===== src/rtl/seq_pattern_tx_101_pkg.sv =====
// Shared definitions for the "101" link transmitter: state encoding and line-pattern constants.
package seq_pattern_pkg;

    typedef enum logic [2:0] {
        ST_IDLE   = 3'd0,
        ST_PRE_A  = 3'd1,
        ST_PRE_B  = 3'd2,
        ST_PRE_C  = 3'd3,
        ST_DATA   = 3'd4,
        ST_STUFF  = 3'd5,
        ST_PARITY = 3'd6,
        ST_GUARD  = 3'd7
    } state_t;

    localparam logic [2:0] PREAMBLE     = 3'b101;
    // Two-bit line history (older bit first) after which a 1 would complete "101".
    localparam logic [1:0] STUFF_PREFIX = 2'b10;

endpackage


===== src/rtl/seq_pattern_tx_101_if.sv =====
// Word handshake between a producer (master) and the serial transmitter (slave).
interface seq_pattern_tx_101_if #(
    parameter int DATA_W = 8
);
    logic              in_valid;
    logic              in_ready;
    logic [DATA_W-1:0] in_data;

    modport master (output in_valid, output in_data, input in_ready);
    modport slave  (input in_valid, input in_data, output in_ready);
endinterface


===== src/rtl/seq_pattern_tx_101.sv =====
// Serial "101"-preamble frame transmitter with zero-stuffing so a line detector fires once per frame.
// Optional even-parity bit after the payload when SEQ_PATTERN_TX_PARITY_EN is defined.
module seq_pattern_tx_101
    import seq_pattern_pkg::*;
#(
    parameter int DATA_W = 8,
    parameter int GUARD  = 2
) (
    input  logic                 clk,
    input  logic                 reset_n,
    seq_pattern_tx_101_if.slave  in_if,
    output logic                 out,
    output logic [2:0]           state,
    output logic                 busy
);

    localparam int         CNT_W      = $clog2(DATA_W + 1);
    localparam logic [3:0] GUARD_INIT = 4'(GUARD - 1);

    state_t              state_q;
    logic [DATA_W-1:0]   shift_q;
    logic [CNT_W-1:0]    bit_cnt;
    logic [3:0]          guard_cnt;
    logic [1:0]          hist;
    logic [1:0]          hist_now;
`ifdef SEQ_PATTERN_TX_PARITY_EN
    logic                par_q;
`endif

    // Line history including the bit currently on the wire; decides stuffing for the next bit.
    assign hist_now = {hist[0], out};

    assign in_if.in_ready = (state_q == ST_IDLE);
    assign busy           = (state_q != ST_IDLE);
    assign state          = state_q;

    function automatic logic need_stuff(input logic [1:0] h, input logic b);
        return (h == STUFF_PREFIX) && b;
    endfunction

    always_ff @(posedge clk or negedge reset_n) begin
        if (!reset_n) begin
            state_q   <= ST_IDLE;
            out       <= 1'b0;
            shift_q   <= '0;
            bit_cnt   <= '0;
            guard_cnt <= '0;
            hist      <= '0;
`ifdef SEQ_PATTERN_TX_PARITY_EN
            par_q     <= 1'b0;
`endif
        end else begin
            hist <= (state_q == ST_IDLE) ? 2'b00 : hist_now;
            case (state_q)
                ST_IDLE: begin
                    out <= 1'b0;
                    if (in_if.in_valid) begin
                        shift_q <= in_if.in_data;
                        bit_cnt <= CNT_W'(DATA_W);
`ifdef SEQ_PATTERN_TX_PARITY_EN
                        par_q   <= ^in_if.in_data;
`endif
                        state_q <= ST_PRE_A;
                        out     <= PREAMBLE[2];
                    end
                end
                ST_PRE_A: begin
                    state_q <= ST_PRE_B;
                    out     <= PREAMBLE[1];
                end
                ST_PRE_B: begin
                    state_q <= ST_PRE_C;
                    out     <= PREAMBLE[0];
                end
                ST_PRE_C, ST_DATA: begin
                    if (bit_cnt != '0) begin
                        if (need_stuff(hist_now, shift_q[DATA_W-1])) begin
                            state_q <= ST_STUFF;
                            out     <= 1'b0;
                        end else begin
                            state_q <= ST_DATA;
                            out     <= shift_q[DATA_W-1];
                            shift_q <= shift_q << 1;
                            bit_cnt <= bit_cnt - CNT_W'(1);
                        end
                    end else begin
`ifdef SEQ_PATTERN_TX_PARITY_EN
                        if (need_stuff(hist_now, par_q)) begin
                            state_q <= ST_STUFF;
                            out     <= 1'b0;
                        end else begin
                            state_q <= ST_PARITY;
                            out     <= par_q;
                        end
`else
                        state_q   <= ST_GUARD;
                        out       <= 1'b0;
                        guard_cnt <= GUARD_INIT;
`endif
                    end
                end
                // A stuffed zero is always followed by the bit it deferred.
                ST_STUFF: begin
                    if (bit_cnt != '0) begin
                        state_q <= ST_DATA;
                        out     <= shift_q[DATA_W-1];
                        shift_q <= shift_q << 1;
                        bit_cnt <= bit_cnt - CNT_W'(1);
                    end else begin
`ifdef SEQ_PATTERN_TX_PARITY_EN
                        state_q <= ST_PARITY;
                        out     <= par_q;
`else
                        state_q   <= ST_GUARD;
                        out       <= 1'b0;
                        guard_cnt <= GUARD_INIT;
`endif
                    end
                end
`ifdef SEQ_PATTERN_TX_PARITY_EN
                ST_PARITY: begin
                    state_q   <= ST_GUARD;
                    out       <= 1'b0;
                    guard_cnt <= GUARD_INIT;
                end
`endif
                ST_GUARD: begin
                    out <= 1'b0;
                    if (guard_cnt == 4'd0) begin
                        state_q <= ST_IDLE;
                    end else begin
                        guard_cnt <= guard_cnt - 4'd1;
                    end
                end
                default: begin
                    state_q <= ST_IDLE;
                    out     <= 1'b0;
                end
            endcase
        end
    end

endmodule


===== src/flat_wrapper.sv =====
// flat-port wrapper written by rule: the top's interface ports become plain ports
module seq_pattern_tx_101_flat import seq_pattern_pkg::*;
#(
    parameter int DATA_W = 8,
    parameter int GUARD  = 2
)
  (clk, reset_n, out, state, busy, in_if_in_valid, in_if_in_data, in_if_in_ready);
  seq_pattern_tx_101_if #(.DATA_W(DATA_W)) in_if_i ();
  input  logic clk;
  input  logic reset_n;
  output logic out;
  output logic [2:0] state;
  output logic busy;
  input wire logic [$bits(in_if_i.in_valid)-1:0] in_if_in_valid;
  input wire logic [$bits(in_if_i.in_data)-1:0] in_if_in_data;
  output wire logic [$bits(in_if_i.in_ready)-1:0] in_if_in_ready;
  assign in_if_i.in_valid = in_if_in_valid;
  assign in_if_i.in_data = in_if_in_data;
  assign in_if_in_ready = in_if_i.in_ready;
  seq_pattern_tx_101 #(.DATA_W(DATA_W), .GUARD(GUARD)) u_core (.clk(clk), .reset_n(reset_n), .in_if(in_if_i), .out(out), .state(state), .busy(busy));
endmodule

===== config.mk =====
export PLATFORM = sky130hd
export DESIGN_NAME = seq_pattern_tx_101_flat
export DESIGN_NICKNAME = d
export VERILOG_FILES = /design/src/rtl/seq_pattern_tx_101_pkg.sv /design/src/rtl/seq_pattern_tx_101_if.sv /design/src/rtl/seq_pattern_tx_101.sv /design/src/flat_wrapper.sv
export SDC_FILE = /design/constraint.sdc
export NUM_CORES = 1
export LEC_CHECK = 0
export ABC_AREA = 1
export BUFFER_PORTS_ARGS = -buffer_cell sky130_fd_sc_hd__clkbuf_2
export CAP_MARGIN = 10
export CORE_AREA = 2 2 50 56
export DETAILED_ROUTE_END_ITERATION = 7
export DIE_AREA = 0 0 52 58
export PLACE_DENSITY = 0.74
export SLEW_MARGIN = 20
export SYNTH_ARGS = -nofsm -noshare
export SYNTH_HDL_FRONTEND = slang
export SYNTH_SLANG_ARGS = --single-unit

===== constraint.sdc =====
create_clock -name clk -period 1.45 [get_ports clk]
set_input_delay 0.29 -clock clk [delete_from_list [all_inputs] [get_ports clk]]
set_output_delay 0.29 -clock clk [all_outputs]
set_load 0.02 [all_outputs]

Yosys cells after proc, flatten, opt, wreduce, memory -nomap -nowiden:

Index checks and enable logic that the tools add are counted.

* $add $sub $neg: 2
* mux-type cells: 25
* reductions and logical operators: 12
* eq/ne operators: 14

Operators by type and width (count)
* $mux 8: 4
* $mux 4: 6
* $pmux 8 s3: 1
* $pmux 3 s6: 1
* $pmux 4 s3: 1
* $eq 3x3->1 const B: 3
* $ne 2x2->1 const B: 4
* $pmux 4 s2: 1
* $sub 4x1->4 const B: 2
* $eq 3x2->1 const B: 2
* $mux 1: 6
* $mux 3: 2
* $ne 2x1->1 const B: 3
* $reduce_bool 3->1: 2
* $reduce_and 5->1: 1
* $logic_not 4->1: 1
* $mux 2: 2
* $pmux 1 s4: 1
* $reduce_bool 4->1: 1
* $eq 3x1->1 const B: 1
* $logic_not 3->1: 1
* $reduce_and 3->1: 1
* $reduce_or 3->1: 1
* $eq 2x2->1 const B: 1
* 4 further kinds: 4

* input port bits: 11
* register bits: 21
* output and inout port bits: 6
* logic and storage cells: 59

Longest topological paths before layout:

* word-level depth: 5
* gate-level depth with buffers: 9
* depth with buffers taken out: 8

Least setup slack after synthesis:

No wires, ideal clock.

* path kind: reg-to-output
* start: reg u_core.state_q[2] (netlist: u_core.state[2])
* end: out busy
* buffers on the path: 0
* stages on the path, launching flop included: 5
* arrival: 1.294 ns
* slack: -0.134 ns
* required time: 1.160 ns
* cell sequence: dfrtp_1 nor2_1 inv_1 nor2_1 inv_1

* word-level cells in the longest chain between the ends: 1

Ends and longest elaborated chain
* start, declared: RTL line seq_pattern_tx_101.sv:20 `state_t state_q;`
* start signal, assigned: RTL line seq_pattern_tx_101.sv:43 `state_q <= ST_IDLE;`
* start signal, assigned: RTL line seq_pattern_tx_101.sv:63 `state_q <= ST_PRE_A;`
* start signal, assigned: RTL line seq_pattern_tx_101.sv:68 `state_q <= ST_PRE_B;`
* $reduce_bool 3->1: RTL line seq_pattern_tx_101.sv:34 `assign busy = (state_q != ST_IDLE);`
* end, declared: RTL line flat_wrapper.sv:13 `output logic busy;`

No other way between the ends.

Final worst setup path:

Ends and elaborated chain as after synthesis.

==> metrics.md <==
| Metric | Value |
|---|---|
| Slew @ Worst Pin | `0.519 ns` |
| Die X | `52 microns` |
| Gpl congestion | `0.782` |
| Final min period | `1.58 ns` |
| Vias per cell | `5.37` |
| DP Cell Count | `208` |
| Critical path class | `register to output pin` |
| Top Metal Used | `met4` |
| Initial core utilization | `52.7%` |
| Final worst slack | `-0.131 ns` |
| Top cells by area, synth | `dfrtp_1 (41%), nand2_2 (12%), nand2_1 (10%)` |
| Area Overhead vs Synth | `26.9%` |
| Post-DRT Antenna Nets | `0` |
| Critical Path Most Common Cell | `inv_2` |
| # nets final | `212` |
| Gate count after technology mapping | `159` |
| Post-synthesis cell area | `1290 sq um` |
| Worst Path Buf+Inv | `3` |
| Setup violations, final | `12` |
| CP delay by family, top | `flip-flops` |
| Core area | `2450 sq um` |
| WHS Endpoint | `u_core.shift_q[0]` |
| Crit path capture type | `output pin` |
| Number of synthesized flops with an enable pin | `0` |
| Power per cell area | `2820 nW/um^2` |
| Final hold vios | `0` |
| Cts bufs inserted | `3` |
| F_max | `632 MHz` |
| CP max-delay cell | `dfrtp_1` |
| # clock sinks | `21` |
| Hold Crit Depth | `3` |
| Failing checks | `setup timing` |
| Data required, critical path | `1.16 ns` |
| Sequential cell area | `527 sq um` |
| Tot GR Track Use | `21.6%` |
| Multi-input gate area | `716 sq um` |
| Unique masters post-synth | `23` |
| Outcome | `finished with violations` |
| CTS tree | `yes` |
| Max FO, Critical Path | `4` |
| Antenna fix cells | `0` |
| # rows | `19` |
| Drt pass-1 iters | `4` |
| Share of the synthesized area in the top cell type | `40.7%` |
| Vias | `1224` |
| Reg power frac | `23.7%` |
| CP cell instances | `nor2_2, inv_2, nor2_4, inv_2, buf_6` |
| H-tree depth | `1` |
| Placement Setup Slack | `0.00752 ns` |
| Sw frac | `49.5%` |
| Tcrit/Tclk final | `109%` |
| RSZ-0062 raised after global routing | `true` |
| 1st-iter DRT viols | `28` |
| Psw | `0.00229 W` |
| Worst-path clk slew | `0.12 ns` |
| Worst setup SP type | `register` |
| First-pass GRT wire length | `4860 microns` |
| M1 WL | `1340 microns` |
| Max Slew Vio Count | `0` |
| Reg-to-reg critical path startpoint | `u_core.state[0]` |
| DP Wirelength | `2020 microns` |
| P_leak | `0.865 nW` |
| Wire length on met2 | `1680 microns` |
| Number of synthesized register bits | `21` |
| Largest net degree at the start of global routing | `22` |
| Worst reg-to-reg path cell count | `9` |
| Synth Area per Inst | `8.12 sq um` |
| Relative slew slack | `65.4%` |
| Largest area contributor in the netlist | `dfrtp_1` |
| FF-to-FF End | `u_core.bit_cnt[0]` |
| Clock Root Buffer | `clkbuf_4` |
| Overflow after GRT | `0` |
| Placed inst area | `1410 sq um` |
| Comb power frac | `70.0%` |
| Hold path start | `in_if_in_data[0]` |
| Max VDD drop | `1.36 mV` |
| R2R setup slack | `-0.03 ns` |
| Die ar. | `3020 sq um` |
| Max_cap viols | `0` |
| Post-route cell area | `1640 sq um` |
| Async set-reset flop share out of synthesis | `100%` |
| Worst Hold Class | `input port to register` |
| Register area share after synthesis | `40.7%` |
| Fin Clk Skew | `0.00464 ns` |
| Crit path DAT | `1.29 ns` |
| Layout cells sized above 1 | `45.2%` |
| Drt drc | `0` |
| Synth Net Count | `173` |
| WL met3 | `87 microns` |
| Initial antenna violation count | `0` |
| I/O Pins | `17` |
| Synthesis Warnings | `0` |
| Slowest cell delay on critical path | `0.42 ns` |
| Fin util | `66.9%` |
| PortBufs | `16` |
| Clk Latency, worst-skew pair | `0.31 ns` |
| Die Y | `58 microns` |
| Clk pwr share | `6.3%` |
| Maximum root-to-sink buffer count | `2` |
| Filler cells | `195` |
| Routed wire length | `3170 microns` |
| Ys flop type | `dfrtp_1` |
| Drt wl/cell | `13.9 microns` |
| Vias in the first global route | `1135` |
| Internal power | `0.00233 W` |
| Final non-filler cell total | `228` |
## what timing repair did
action	in CTS	in global routing
setup buffers	8	6
cloned	1	1
hold buffers	1	0
gates resized for setup	11	15
endpoints found under the hold margin	21	0
setup endpoints to repair	5	19
pin swaps	5	6
## through the flow
step | setup TNS [ns] | hold slack (ns) | total power [W]
after detailed placement | 0 | 0.295 | 0.00359
after floorplan | 0 | -0.00559 | 0.00314
after CTS | -0.136 | 0.242 | 0.00426
after global routing | -2.21 | 0.248 | 0.00496
final | -0.364 | 0.273 | 0.00462
after global placement | 0 | 0.298 | 0.00348
## cell usage in the layout (no fill, tap or decap), types with 3 or more instances in the layout
cell type  synthesis  layout
dfrtp_1           21      20
inv_1             13      10
nor2_4             3       4
nand3_2            0       5
buf_4              1      15
buf_6              2       6
nand2_1           36      34
nand2_4            3       4
nand3_1           25      20
clkbuf_2           0      14
clkbuf_4           0       3
nor2_1            13      11
nand2_2           25      27
## cell usage after synthesis (2+ instances only)
library cell,instances
buf_6,2
dfrtp_1,21
ha_1,3
inv_1,13
nand2_1,36
nand2_2,25
nand2_4,3
nand3_1,25
nand3b_1,2
nor2_1,13
nor2_4,3
o22ai_1,2
## area by class of cell
type / instances / area share [%]
Clock buffer: 3 / 1.37
Inverter: 13 / 3.13
Sequential cell: 21 / 32.1
Timing Repair Buffer: 38 / 17.0
Tap cell: 31 / 2.37
Clock inverter: 1 / 0.305
Multi-Input combinational cell: 121 / 43.7
## layer usage
metal  vias to the layer above  track usage (%)
met5                         -                0
met4                         0             7.89
met3                        10             3.09
met2                        34             37.4
met1                       599             27.1
li1                        581                -
## kinds of logic (layout without fill, tap and decap cells)
logic type	Yosys count	in the layout	synth area share, %
AO/OA/AOI/OAI	6	6	3.58
AND/OR/NAND/NOR	109	110	43.4
buffers and inverters	18	55	8.04
XOR/XNOR	2	2	1.36
flip-flops	21	21	40.7
adder cells (fa/ha/maj)	3	3	2.91
## flip-flops by register name, indices dropped and copies added, names as in the netlist
register          count
u_core.shift_q        8
u_core.bit_cnt        4
u_core.guard_cnt      4
u_core.state          3
u_core.hist           1
u_core.out            1
## worst min-delay path, stage by stage
cell	delay (ns)
clkbuf_2	0.08
nand3_1	0.13
nand2_2	0.07
## how the worst max path moves through the flow
stage	startpoint	to	slack [ns]	depth (start not counted)
after global routing	u_core.state[2]	busy	-0.19	5
final	u_core.state[2]	busy	-0.13	5
after floorplan	u_core.state[1]	u_core.bit_cnt[2]	0.003	8
after CTS	u_core.state[0]	busy	-0.09	5
after global placement	u_core.state[1]	u_core.guard_cnt[3]	0.05	6
after detailed placement	u_core.bit_cnt[0]	u_core.bit_cnt[0]	0.008	8
## power by group through the flow
stage,sequential [W],clock (W),combinational [W]
floorplan,0.00113,0,0.00201
global placement,0.00110,0,0.00239
detailed placement,0.00111,0,0.00248
CTS,0.00108,0.000304,0.00288
global route,0.00112,0.000330,0.00352
finish,0.00109,0.000291,0.00323
(Power assumes the default switching activity.)
